===== config.mk =====
export PLATFORM = sky130hd
export DESIGN_NAME = display_scanner_flat
export DESIGN_NICKNAME = d
export VERILOG_FILES = /design/src/rtl/display_pkg.sv /design/src/rtl/display_scanner_if.sv /design/src/rtl/display_scanner_hexto7seg.sv /design/src/rtl/display_scanner.sv /design/src/flat_wrapper.sv
export SDC_FILE = /design/constraint.sdc
export NUM_CORES = 1
export LEC_CHECK = 0
export BUFFER_PORTS_ARGS = -buffer_cell sky130_fd_sc_hd__buf_2
export CORE_MARGIN = 3
export CORE_UTILIZATION = 55
export DETAILED_ROUTE_END_ITERATION = 10
export PLACE_DENSITY = 0.84
export RECOVER_POWER = 100
export SYNTH_ARGS = -nofsm -noshare
export SYNTH_HDL_FRONTEND = slang
export SYNTH_HIERARCHICAL = 1
export SYNTH_SLANG_ARGS = --single-unit
export TNS_END_PERCENT = 30

===== constraint.sdc =====
create_clock -name clk -period 7.2 [get_ports clk]
set_input_delay 0.36 -clock clk [delete_from_list [all_inputs] [get_ports clk]]
set_output_delay 0.36 -clock clk [all_outputs]
set_load 0.05 [all_outputs]

===== src/rtl/display_pkg.sv =====
// display_pkg: shared constants and display-word type for the seven-segment scanner
package display_pkg;
    localparam int MAX_DIGITS = 8;
    localparam logic [7:0] SEG_BLANK = 8'hFF;
    localparam int DP_BIT = 0;

    typedef struct packed {
        logic [4*MAX_DIGITS-1:0] value;
        logic [MAX_DIGITS-1:0]   en_mask;
        logic [MAX_DIGITS-1:0]   dp_mask;
    } disp_word_t;
endpackage


===== src/rtl/display_scanner_if.sv =====
// display_scanner_if: load bus and display pins of the scan controller
interface display_scanner_if #(parameter int NDIGITS = 8);
    logic                   load;
    logic [4*NDIGITS-1:0]   value;
    logic [NDIGITS-1:0]     en_mask;
    logic [NDIGITS-1:0]     dp_mask;
    logic                   pending;
    logic                   frame_done;
    logic [NDIGITS-1:0]     digitselect;
    logic [7:0]             segments;

    modport master (
        output load, value, en_mask, dp_mask,
        input  pending, frame_done, digitselect, segments
    );
    modport slave (
        input  load, value, en_mask, dp_mask,
        output pending, frame_done, digitselect, segments
    );
endinterface


===== src/rtl/display_scanner_hexto7seg.sv =====
// hexto7seg: hex nibble to active-low segments {a,b,c,d,e,f,g,dp}, dp left dark
module hexto7seg
    import display_pkg::*;
(
    input  logic [3:0] i_hex,
    output logic [7:0] o_seg
);
    always_comb begin
        o_seg = SEG_BLANK;
        case (i_hex)
            4'h0: o_seg = 8'h03;
            4'h1: o_seg = 8'h9F;
            4'h2: o_seg = 8'h25;
            4'h3: o_seg = 8'h0D;
            4'h4: o_seg = 8'h99;
            4'h5: o_seg = 8'h49;
            4'h6: o_seg = 8'h41;
            4'h7: o_seg = 8'h1F;
            4'h8: o_seg = 8'h01;
            4'h9: o_seg = 8'h09;
            4'hA: o_seg = 8'h11;
            4'hB: o_seg = 8'hC1;
            4'hC: o_seg = 8'h63;
            4'hD: o_seg = 8'h85;
            4'hE: o_seg = 8'h61;
            4'hF: o_seg = 8'h71;
            default: o_seg = SEG_BLANK;
        endcase
    end
endmodule


===== src/rtl/display_scanner.sv =====
// display_scanner: time-multiplexed scan of a double-buffered word onto a common-anode display
module display_scanner
    import display_pkg::*;
#(
    parameter int NDIGITS      = 8,
    parameter int DIGIT_CYCLES = 100000,
    parameter int BLANK_CYCLES = 4
) (
    input logic             clk,
    input logic             reset,
    display_scanner_if.slave bus
);
    localparam int CW = $clog2(DIGIT_CYCLES);
    localparam int IW = (NDIGITS > 1) ? $clog2(NDIGITS) : 1;
    localparam logic [CW-1:0] CNT_LAST = CW'(DIGIT_CYCLES - 1);
    localparam logic [IW-1:0] IDX_LAST = IW'(NDIGITS - 1);

    logic [CW-1:0]      r_cnt;
    logic [IW-1:0]      r_idx;
    disp_word_t         r_shadow, r_active, w_in;
    logic               r_pending, r_frame_done;
    logic [NDIGITS-1:0] r_digitselect, w_sel;
    logic [7:0]         r_segments, w_hex_seg, w_seg;
    logic               w_slot_end, w_wrap, w_en, w_dp, w_blank;
    logic [3:0]         w_nibble;

    always_comb begin
        w_in = '0;
        w_in.value[4*NDIGITS-1:0] = bus.value;
        w_in.en_mask[NDIGITS-1:0] = bus.en_mask;
        w_in.dp_mask[NDIGITS-1:0] = bus.dp_mask;
    end

    assign w_slot_end = r_cnt == CNT_LAST;
    assign w_wrap     = w_slot_end && (r_idx == IDX_LAST);
    assign w_nibble   = r_active.value[{r_idx, 2'b00} +: 4];
    assign w_en       = r_active.en_mask[r_idx];
    assign w_dp       = r_active.dp_mask[r_idx];
    assign w_blank    = r_cnt < CW'(BLANK_CYCLES);

    hexto7seg u_hex (.i_hex(w_nibble), .o_seg(w_hex_seg));

    // DP override and slot blanking sit after the single shared decoder
    always_comb begin
        w_seg = w_en ? w_hex_seg : SEG_BLANK;
        if (w_en && w_dp) w_seg[DP_BIT] = 1'b0;
        w_sel = (w_en && !w_blank) ? ~(NDIGITS'(1) << r_idx) : '1;
    end

    always_ff @(posedge clk or posedge reset) begin
        if (reset) begin
            r_cnt <= '0;
            r_idx <= '0;
        end else begin
            r_cnt <= w_slot_end ? '0 : r_cnt + 1'b1;
            if (w_slot_end) r_idx <= w_wrap ? '0 : r_idx + 1'b1;
        end
    end

    // a load landing on the wrap edge skips the shadow and shows next frame
    always_ff @(posedge clk or posedge reset) begin
        if (reset) begin
            r_shadow  <= '0;
            r_active  <= '0;
            r_pending <= 1'b0;
        end else if (w_wrap) begin
            if (bus.load) r_active <= w_in;
            else if (r_pending) r_active <= r_shadow;
            r_pending <= 1'b0;
        end else if (bus.load) begin
            r_shadow  <= w_in;
            r_pending <= 1'b1;
        end
    end

    always_ff @(posedge clk or posedge reset) begin
        if (reset) begin
            r_frame_done  <= 1'b0;
            r_digitselect <= '1;
            r_segments    <= SEG_BLANK;
        end else begin
            r_frame_done  <= w_wrap;
            r_digitselect <= w_sel;
            r_segments    <= w_seg;
        end
    end

    assign bus.pending     = r_pending;
    assign bus.frame_done  = r_frame_done;
    assign bus.digitselect = r_digitselect;
    assign bus.segments    = r_segments;
endmodule

===== src/flat_wrapper.sv =====
// flat-port wrapper written by rule: the top's interface ports become plain ports
module display_scanner_flat import display_pkg::*;
#(
    parameter int NDIGITS      = 8,
    parameter int DIGIT_CYCLES = 100000,
    parameter int BLANK_CYCLES = 4
)
  (clk, reset, bus_load, bus_value, bus_en_mask, bus_dp_mask, bus_pending, bus_frame_done, bus_digitselect, bus_segments);
  display_scanner_if #(.NDIGITS(NDIGITS)) bus_i ();
  input logic clk;
  input logic reset;
  input wire logic [$bits(bus_i.load)-1:0] bus_load;
  input wire logic [$bits(bus_i.value)-1:0] bus_value;
  input wire logic [$bits(bus_i.en_mask)-1:0] bus_en_mask;
  input wire logic [$bits(bus_i.dp_mask)-1:0] bus_dp_mask;
  output wire logic [$bits(bus_i.pending)-1:0] bus_pending;
  output wire logic [$bits(bus_i.frame_done)-1:0] bus_frame_done;
  output wire logic [$bits(bus_i.digitselect)-1:0] bus_digitselect;
  output wire logic [$bits(bus_i.segments)-1:0] bus_segments;
  assign bus_i.load = bus_load;
  assign bus_i.value = bus_value;
  assign bus_i.en_mask = bus_en_mask;
  assign bus_i.dp_mask = bus_dp_mask;
  assign bus_pending = bus_i.pending;
  assign bus_frame_done = bus_i.frame_done;
  assign bus_digitselect = bus_i.digitselect;
  assign bus_segments = bus_i.segments;
  display_scanner #(.NDIGITS(NDIGITS), .DIGIT_CYCLES(DIGIT_CYCLES), .BLANK_CYCLES(BLANK_CYCLES)) u_core (.clk(clk), .reset(reset), .bus(bus_i));
endmodule

==> results.sh, run 1 <==
export IMPL_first_iter_violations=274
export IMPL_max_freq_mhz=204.8
export IMPL_grt_max_degree=99
export IMPL_timing_worst_setup_path_type="flip-flop to flip-flop"
export IMPL_clockRootBuffer="clkbuf_16"
export IMPL_vias_per_cell=5.635
export IMPL_antenna_found_initial=0
export IMPL_portBuffers=68
export IMPL_drtPass1Iterations=4
export IMPL_hold_viol=0
export IMPL_num_nets_final=692
export IMPL_rows=38
export IMPL_synth_cell_type_count=44
export IMPL_r2r_end="u_core/r_shadow[4]"
export IMPL_yosys_area_top_type="dfrtp_1"
export IMPL_worst_pin_slew_ps=2144
export IMPL_hpwl_mm=8.788
export IMPL_period_minus_slack_ps=4882
export IMPL_worstSkewPairLatency_ps=420
export IMPL_worstPathArrival_ps=5100
export IMPL_antennaDiodeCount=0
export IMPL_core_area_um2=11080
export IMPL_relSlewSlack=-0.4405
export IMPL_routed_wirelength_mm=13.46
export IMPL_gp_congestion=0.9297
export IMPL_syn_nets=635
export IMPL_htreeDepth=4
export IMPL_synth_seq_cells=134
export IMPL_cp_startpoint="u_core/r_idx[0]"
export IMPL_yosys_top_cells_area="dfrtp_1 (46%), dfstp_2 (6.6%), o2bb2ai_1 (6.6%), mux2_2 (5.1%), mux4_2 (4.6%)"
export IMPL_cts_tree="done"
export IMPL_hold_path_class="primary input to flip-flop"
export IMPL_yosys_warnings=6
export IMPL_crit_end="u_core/r_shadow[4]"
export IMPL_async_reset_ff_frac=1.000
export IMPL_vias=4390
export IMPL_dieArea_um2=12930
export IMPL_grt_pass1_wl_mm=22.40
export IMPL_chipHeight_um=113.7
export IMPL_synthFlopType="dfrtp_1"
export IMPL_finalSetupTns_ps=0
export IMPL_ys_seq_area_frac=0.5285
export IMPL_synth_edff_count=0
export IMPL_die_w_um=113.7
export IMPL_reg2reg_from="u_core/r_idx[0]"
export IMPL_path_max_fanout=34
export IMPL_reg2reg_slack_ps=2320
export IMPL_p_clk_frac=0.447
export IMPL_synthDominantCellAreaShare=0.4627
export IMPL_endpoint_kind="flip-flop"
export IMPL_worstPathRequired_ps=7420
export IMPL_p_sw_uw=423.0
export IMPL_swShare=0.2385
export IMPL_rsz0062_at_grt="no"
export IMPL_first_global_vias=4510
export IMPL_io_pins=69
export IMPL_postCtsSetupRepairBufs=0
export IMPL_start_kind="flip-flop"
export IMPL_p_leak_nw=3.303
export IMPL_p_total_mw=1.774
export IMPL_grt_overflow_total=0
export IMPL_cts_sinks=134
export IMPL_final_cell_mix="dfrtp_1 (118), nand2_1 (75), inv_1 (54), o21ai_0 (51), buf_2 (50)"
export IMPL_synth_avg_cell_area_um2=11.20
export IMPL_clkTransAtPathRegs_ps=60
export IMPL_wl_per_cell_um=17.28
export IMPL_internal_power_mw=1.351
export IMPL_finalCritPeriodShare=0.6781
export IMPL_drv_slew=155
export IMPL_cts_hold_buffers=0
export IMPL_post_cts_resized=0
export IMPL_reg2reg_depth=6
export IMPL_drc=0
export IMPL_max_cap_viol_count=5
export IMPL_peakVddDrop_mv=0.1819
export IMPL_power_density_nw_per_um2=245.2
export IMPL_final_common_cell="dfrtp_1"
export IMPL_start_util=0.5761
export IMPL_netlist_area_um2=6382
export IMPL_area_delta_synth_final_pct=13.37
export IMPL_setup_viol_count_final=0
export IMPL_seqPwrFrac=0.466
export IMPL_clock_skew_ps=9.709
export IMPL_violations="max-capacitance violations, max-slew violations"
export IMPL_clockBufferDepth=2
export IMPL_outcome="finished with violations"
export IMPL_cts_buffers=17
export IMPL_antenna_left=0
export IMPL_grt_usage=0.2223
export IMPL_syn_instance_count=570
export IMPL_drive_gt1_frac=0.2269
export IMPL_p_comb_frac=0.087
-- worst max-delay path, cell delays in order (launching register included) --
cell and delay [ps]:
dfrtp_1 920, ha_1 310, ha_1 230, inv_1 100
nor3_1 1650, clkbuf_1 1270, o2bb2ai_1 190
-- metal layers --
metal / global-route usage / vias up / part of all wire
li1: - / 2081 / -
met1: 0.2827 / 2185 / 0.43
met2: 0.3702 / 105 / 0.51
met3: 0.05040 / 19 / 0.042
met4: 0.09054 / 0 / 0.017
met5: 0 / - / 0
-- synthesized netlist by cell type (4+ instances only) --
cell type  instances
nand3_1            8
nor2_1            19
mux2_1            20
mux4_2            13
or2_2              7
inv_1             55
clkbuf_1          14
nand4_1            7
mux2i_1            7
xnor2_1            7
o21ai_0           49
buf_4              5
dfstp_2           16
nor3_1             4
mux2_2            29
buf_2             11
nand2_1           75
buf_6              4
nor4_1             5
ha_1              14
xor2_1             7
o2bb2ai_1         48
dfrtp_1          118
-- sequential cells by signal (all words and copies together) (netlist names) --
name,count
u_core/r_cnt,17
u_core/r_active,48
u_core/r_idx,3
u_core/bus.frame_done,1
u_core/bus.segments,8
u_core/r_shadow,48
u_core/bus.digitselect,8
u_core/bus.pending,1
-- worst min-delay path by stage --
stage | from | end | slack (ps) | cells after the start
6_report | bus_value[3] | u_core/r_shadow[19] | 210 | 3
5_1_grt | bus_value[30] | u_core/r_shadow[46] | 220 | 3
4_1_cts | reset | u_core/r_cnt[10] | 20 | 2
3_5_place_dp | reset | u_core/r_cnt[11] | 470 | 2
3_3_place_gp | reset | u_core/r_cnt[11] | 460 | 2
2_1_floorplan | u_core/r_active[40] | u_core/r_active[40] | 450 | 1
-- final cells by class --
type	count	area, um2
Fill cell	811	3842
Sequential cell	134	3373
Multi-Input combinational cell	345	2585
Clock buffer	22	464.2
Timing Repair Buffer	73	347.8
Inverter	56	211.5
Tap cell	140	175.2
Clock inverter	9	78.83
-- power groups by stage --
stage | logic [mW] | registers, mW | clock network, mW
after floorplan | 0.100 | 0.844 | 0
after global placement | 0.149 | 0.834 | 0
final | 0.155 | 0.827 | 0.792
after detailed placement | 0.157 | 0.837 | 0
after CTS | 0.158 | 0.826 | 0.805
after global routing | 0.174 | 0.831 | 0.836
-- per-stage QoR --
step	std cells	hold WS (ps)	cell area, um2	util	setup WS (ps)
final	779	209.2	7236	0.6532	2318
after global routing	779	215.1	7236	0.6532	1905
after CTS	779	21.27	7301	0.6590	3745
after detailed placement	748	465.1	6758	0.6100	3778
after global placement	748	456.1	6758	0.6100	3907
after floorplan	570	452.4	6382	-	3284
-- kinds of logic (layout without fill, tap and decap cells) --
family                   after synthesis  in the layout  synth area share
XOR/XNOR                              14             14           0.01921
other                                  1              1         0.0005876
AND/OR/NAND/NOR                      138            138           0.09959
flip-flops                           134            134            0.5285
adder cells (fa/ha/maj)               14             14           0.02745
buffers and inverters                 91            160           0.06332
AO/OA/AOI/OAI                        109            109            0.1180
multiplexers                          69             69            0.1433
Power figures use the tool's default switching activity.
==> inputs of run 2 (changes only) <==
==> constraint.sdc (replaced) <==
create_clock -name clk -period 5.1 [get_ports clk]
set_input_delay 0.255 -clock clk [delete_from_list [all_inputs] [get_ports clk]]
set_output_delay 0.255 -clock clk [all_outputs]
set_load 0.05 [all_outputs]
==> results.sh, run 2 (synthesis gave the netlist of run 1 again) <==
export IMPL_outcome="finished with violations"
export IMPL_violations="max-capacitance violations, max-slew violations"
export IMPL_antennaDiodeCount=0
export IMPL_max_cap_viol_count=1
export IMPL_drive_gt1_frac=0.2422
export IMPL_start_util=0.5761
export IMPL_fin_ws_ps=1289
export IMPL_vias=4445
export IMPL_path_cells="ha_1 -> ha_1 -> inv_1 -> nor3_1 -> clkbuf_2 -> o2bb2ai_1"
export IMPL_clock_skew_ps=11.69
export IMPL_power_density_nw_per_um2=355.7
export IMPL_rsz0062_at_grt="no"
export IMPL_crit_path_frequent_cell="ha_1"
export IMPL_finalCritPeriodShare=0.7473
export IMPL_max_stage_delay_ps=1080
export IMPL_endpoint_kind="flip-flop"
export IMPL_grt_pass1_wl_mm=22.43
export IMPL_crit_buf_inv=2
export IMPL_gp_congestion=0.8919
export IMPL_cts_tree="done"
export IMPL_antenna_found_initial=0
export IMPL_wl_per_cell_um=17.14
export IMPL_p_leak_nw=3.326
export IMPL_vias_per_cell=5.699
export IMPL_cts_hold_buffers=0
export IMPL_grt_overflow_total=0
export IMPL_postCtsSetupRepairBufs=0
export IMPL_num_nets_final=692
export IMPL_final_cell_mix="dfrtp_1 (118), nand2_1 (75), inv_1 (54), o21ai_0 (51), buf_2 (50)"
export IMPL_post_cts_resized=0
export IMPL_period_minus_slack_ps=3811
export IMPL_worstPathRequired_ps=5360
export IMPL_worst_pin_slew_ps=3634
export IMPL_clockBufferDepth=2
export IMPL_rows=38
export IMPL_hold_path_class="primary input to flip-flop"
export IMPL_grt_usage=0.2217
export IMPL_max_freq_mhz=262.4
export IMPL_timing_worst_setup_path_type="flip-flop to flip-flop"
export IMPL_core_area_um2=11080
export IMPL_final_common_cell="dfrtp_1"
export IMPL_drtPass1Iterations=5
export IMPL_worstSkewPairLatency_ps=420
export IMPL_hold_viol=0
export IMPL_dieArea_um2=12930
export IMPL_htreeDepth=4
export IMPL_area_delta_synth_final_pct=14.25
export IMPL_grt_max_degree=99
export IMPL_path_max_fanout=39
export IMPL_setup_viol_count_final=0
export IMPL_io_pins=69
export IMPL_portBuffers=68
export IMPL_hpwl_mm=8.833
export IMPL_first_global_vias=4584
export IMPL_finalSetupTns_ps=0
export IMPL_relSlewSlack=-1.436
export IMPL_final_util=0.6582
export IMPL_routed_wirelength_mm=13.37
export IMPL_chipHeight_um=113.7
export IMPL_clockRootBuffer="clkbuf_16"
export IMPL_drv_slew=88
export IMPL_cts_sinks=134
export IMPL_multi_input_area_um2=2599
export IMPL_die_w_um=113.7
export IMPL_num_fill_cells=800
export IMPL_cpMaxStageDelayCell="nor3_1"
export IMPL_start_kind="flip-flop"
export IMPL_regArea_um2=3373
export IMPL_drc=0
export IMPL_cts_buffers=17
export IMPL_dp_slack_ps=2020
export IMPL_top_regs="u_core/r_active: 48 flops, u_core/r_shadow: 48 flops, u_core/r_cnt: 17 flops"
export IMPL_first_iter_violations=384
export IMPL_clkTransAtPathRegs_ps=60
export IMPL_antenna_left=0
export IMPL_worstPathArrival_ps=4070
export IMPL_peakVddDrop_mv=0.3017
export IMPL_cpLargestDelayFamily="simple AND/OR/NAND/NOR gates"
export IMPL_holdWs_ps=101.3
[run 2: path summary, 6_finish.rpt]
kind / slack (ps) / end / start / cells past startpoint
max in group asynchronous: 1810 / u_core/r_active[36] / reset / 3
min: 100 / u_core/r_shadow[27] / bus_value[11] / 3
min reg2reg: 490 / u_core/r_shadow[29] / u_core/r_shadow[29] / 1
max reg2reg: 1290 / u_core/r_shadow[28] / u_core/r_idx[0] / 6
max: 1290 / u_core/r_shadow[28] / u_core/r_idx[0] / 6
min in group asynchronous: 930 / u_core/r_cnt[8] / reset / 2
[run 2: area by class of cell]
type / count / share of cell area
sequential: 134 / 0.4626
multi-input combinational: 345 / 0.3564
clock buffer: 18 / 0.06023
timing repair buffer: 73 / 0.04770
inverter: 56 / 0.02900
tap: 140 / 0.02402
clock inverter: 14 / 0.02008
[run 2: routing by layer]
layer	part of all wire	wire [um]	vias up	track usage
met2	0.50	6723	120	0.3589
met1	0.43	5806	2214	0.2985
li1	-	-	2093	-
met4	0.016	210	0	0.07131
met3	0.047	627	18	0.05252
met5	0	0	-	0
[run 2: through the flow]
stage / instance area [um2] / total power [mW] / instances
final: 7292 / 2.594 / 780
after CTS: 7343 / 2.614 / 780
after floorplan: 6382 / 1.333 / 570
after global placement: 6758 / 1.388 / 748
after global routing: 7292 / 2.694 / 780
after detailed placement: 6758 / 1.404 / 748
[run 2: power by group]
group,switching [mW],internal [mW]
sequential,0.0372,1.13
combinational,0.130,0.0874
clock,0.471,0.736
[run 2: tightest hold or removal path, delay by kind of cell]
kind / cells / cell delay, ps
and+or+nand+nor: 1 / 60
AOI/OAI and AO/OA: 1 / 70
buffers and inverters: 1 / 90
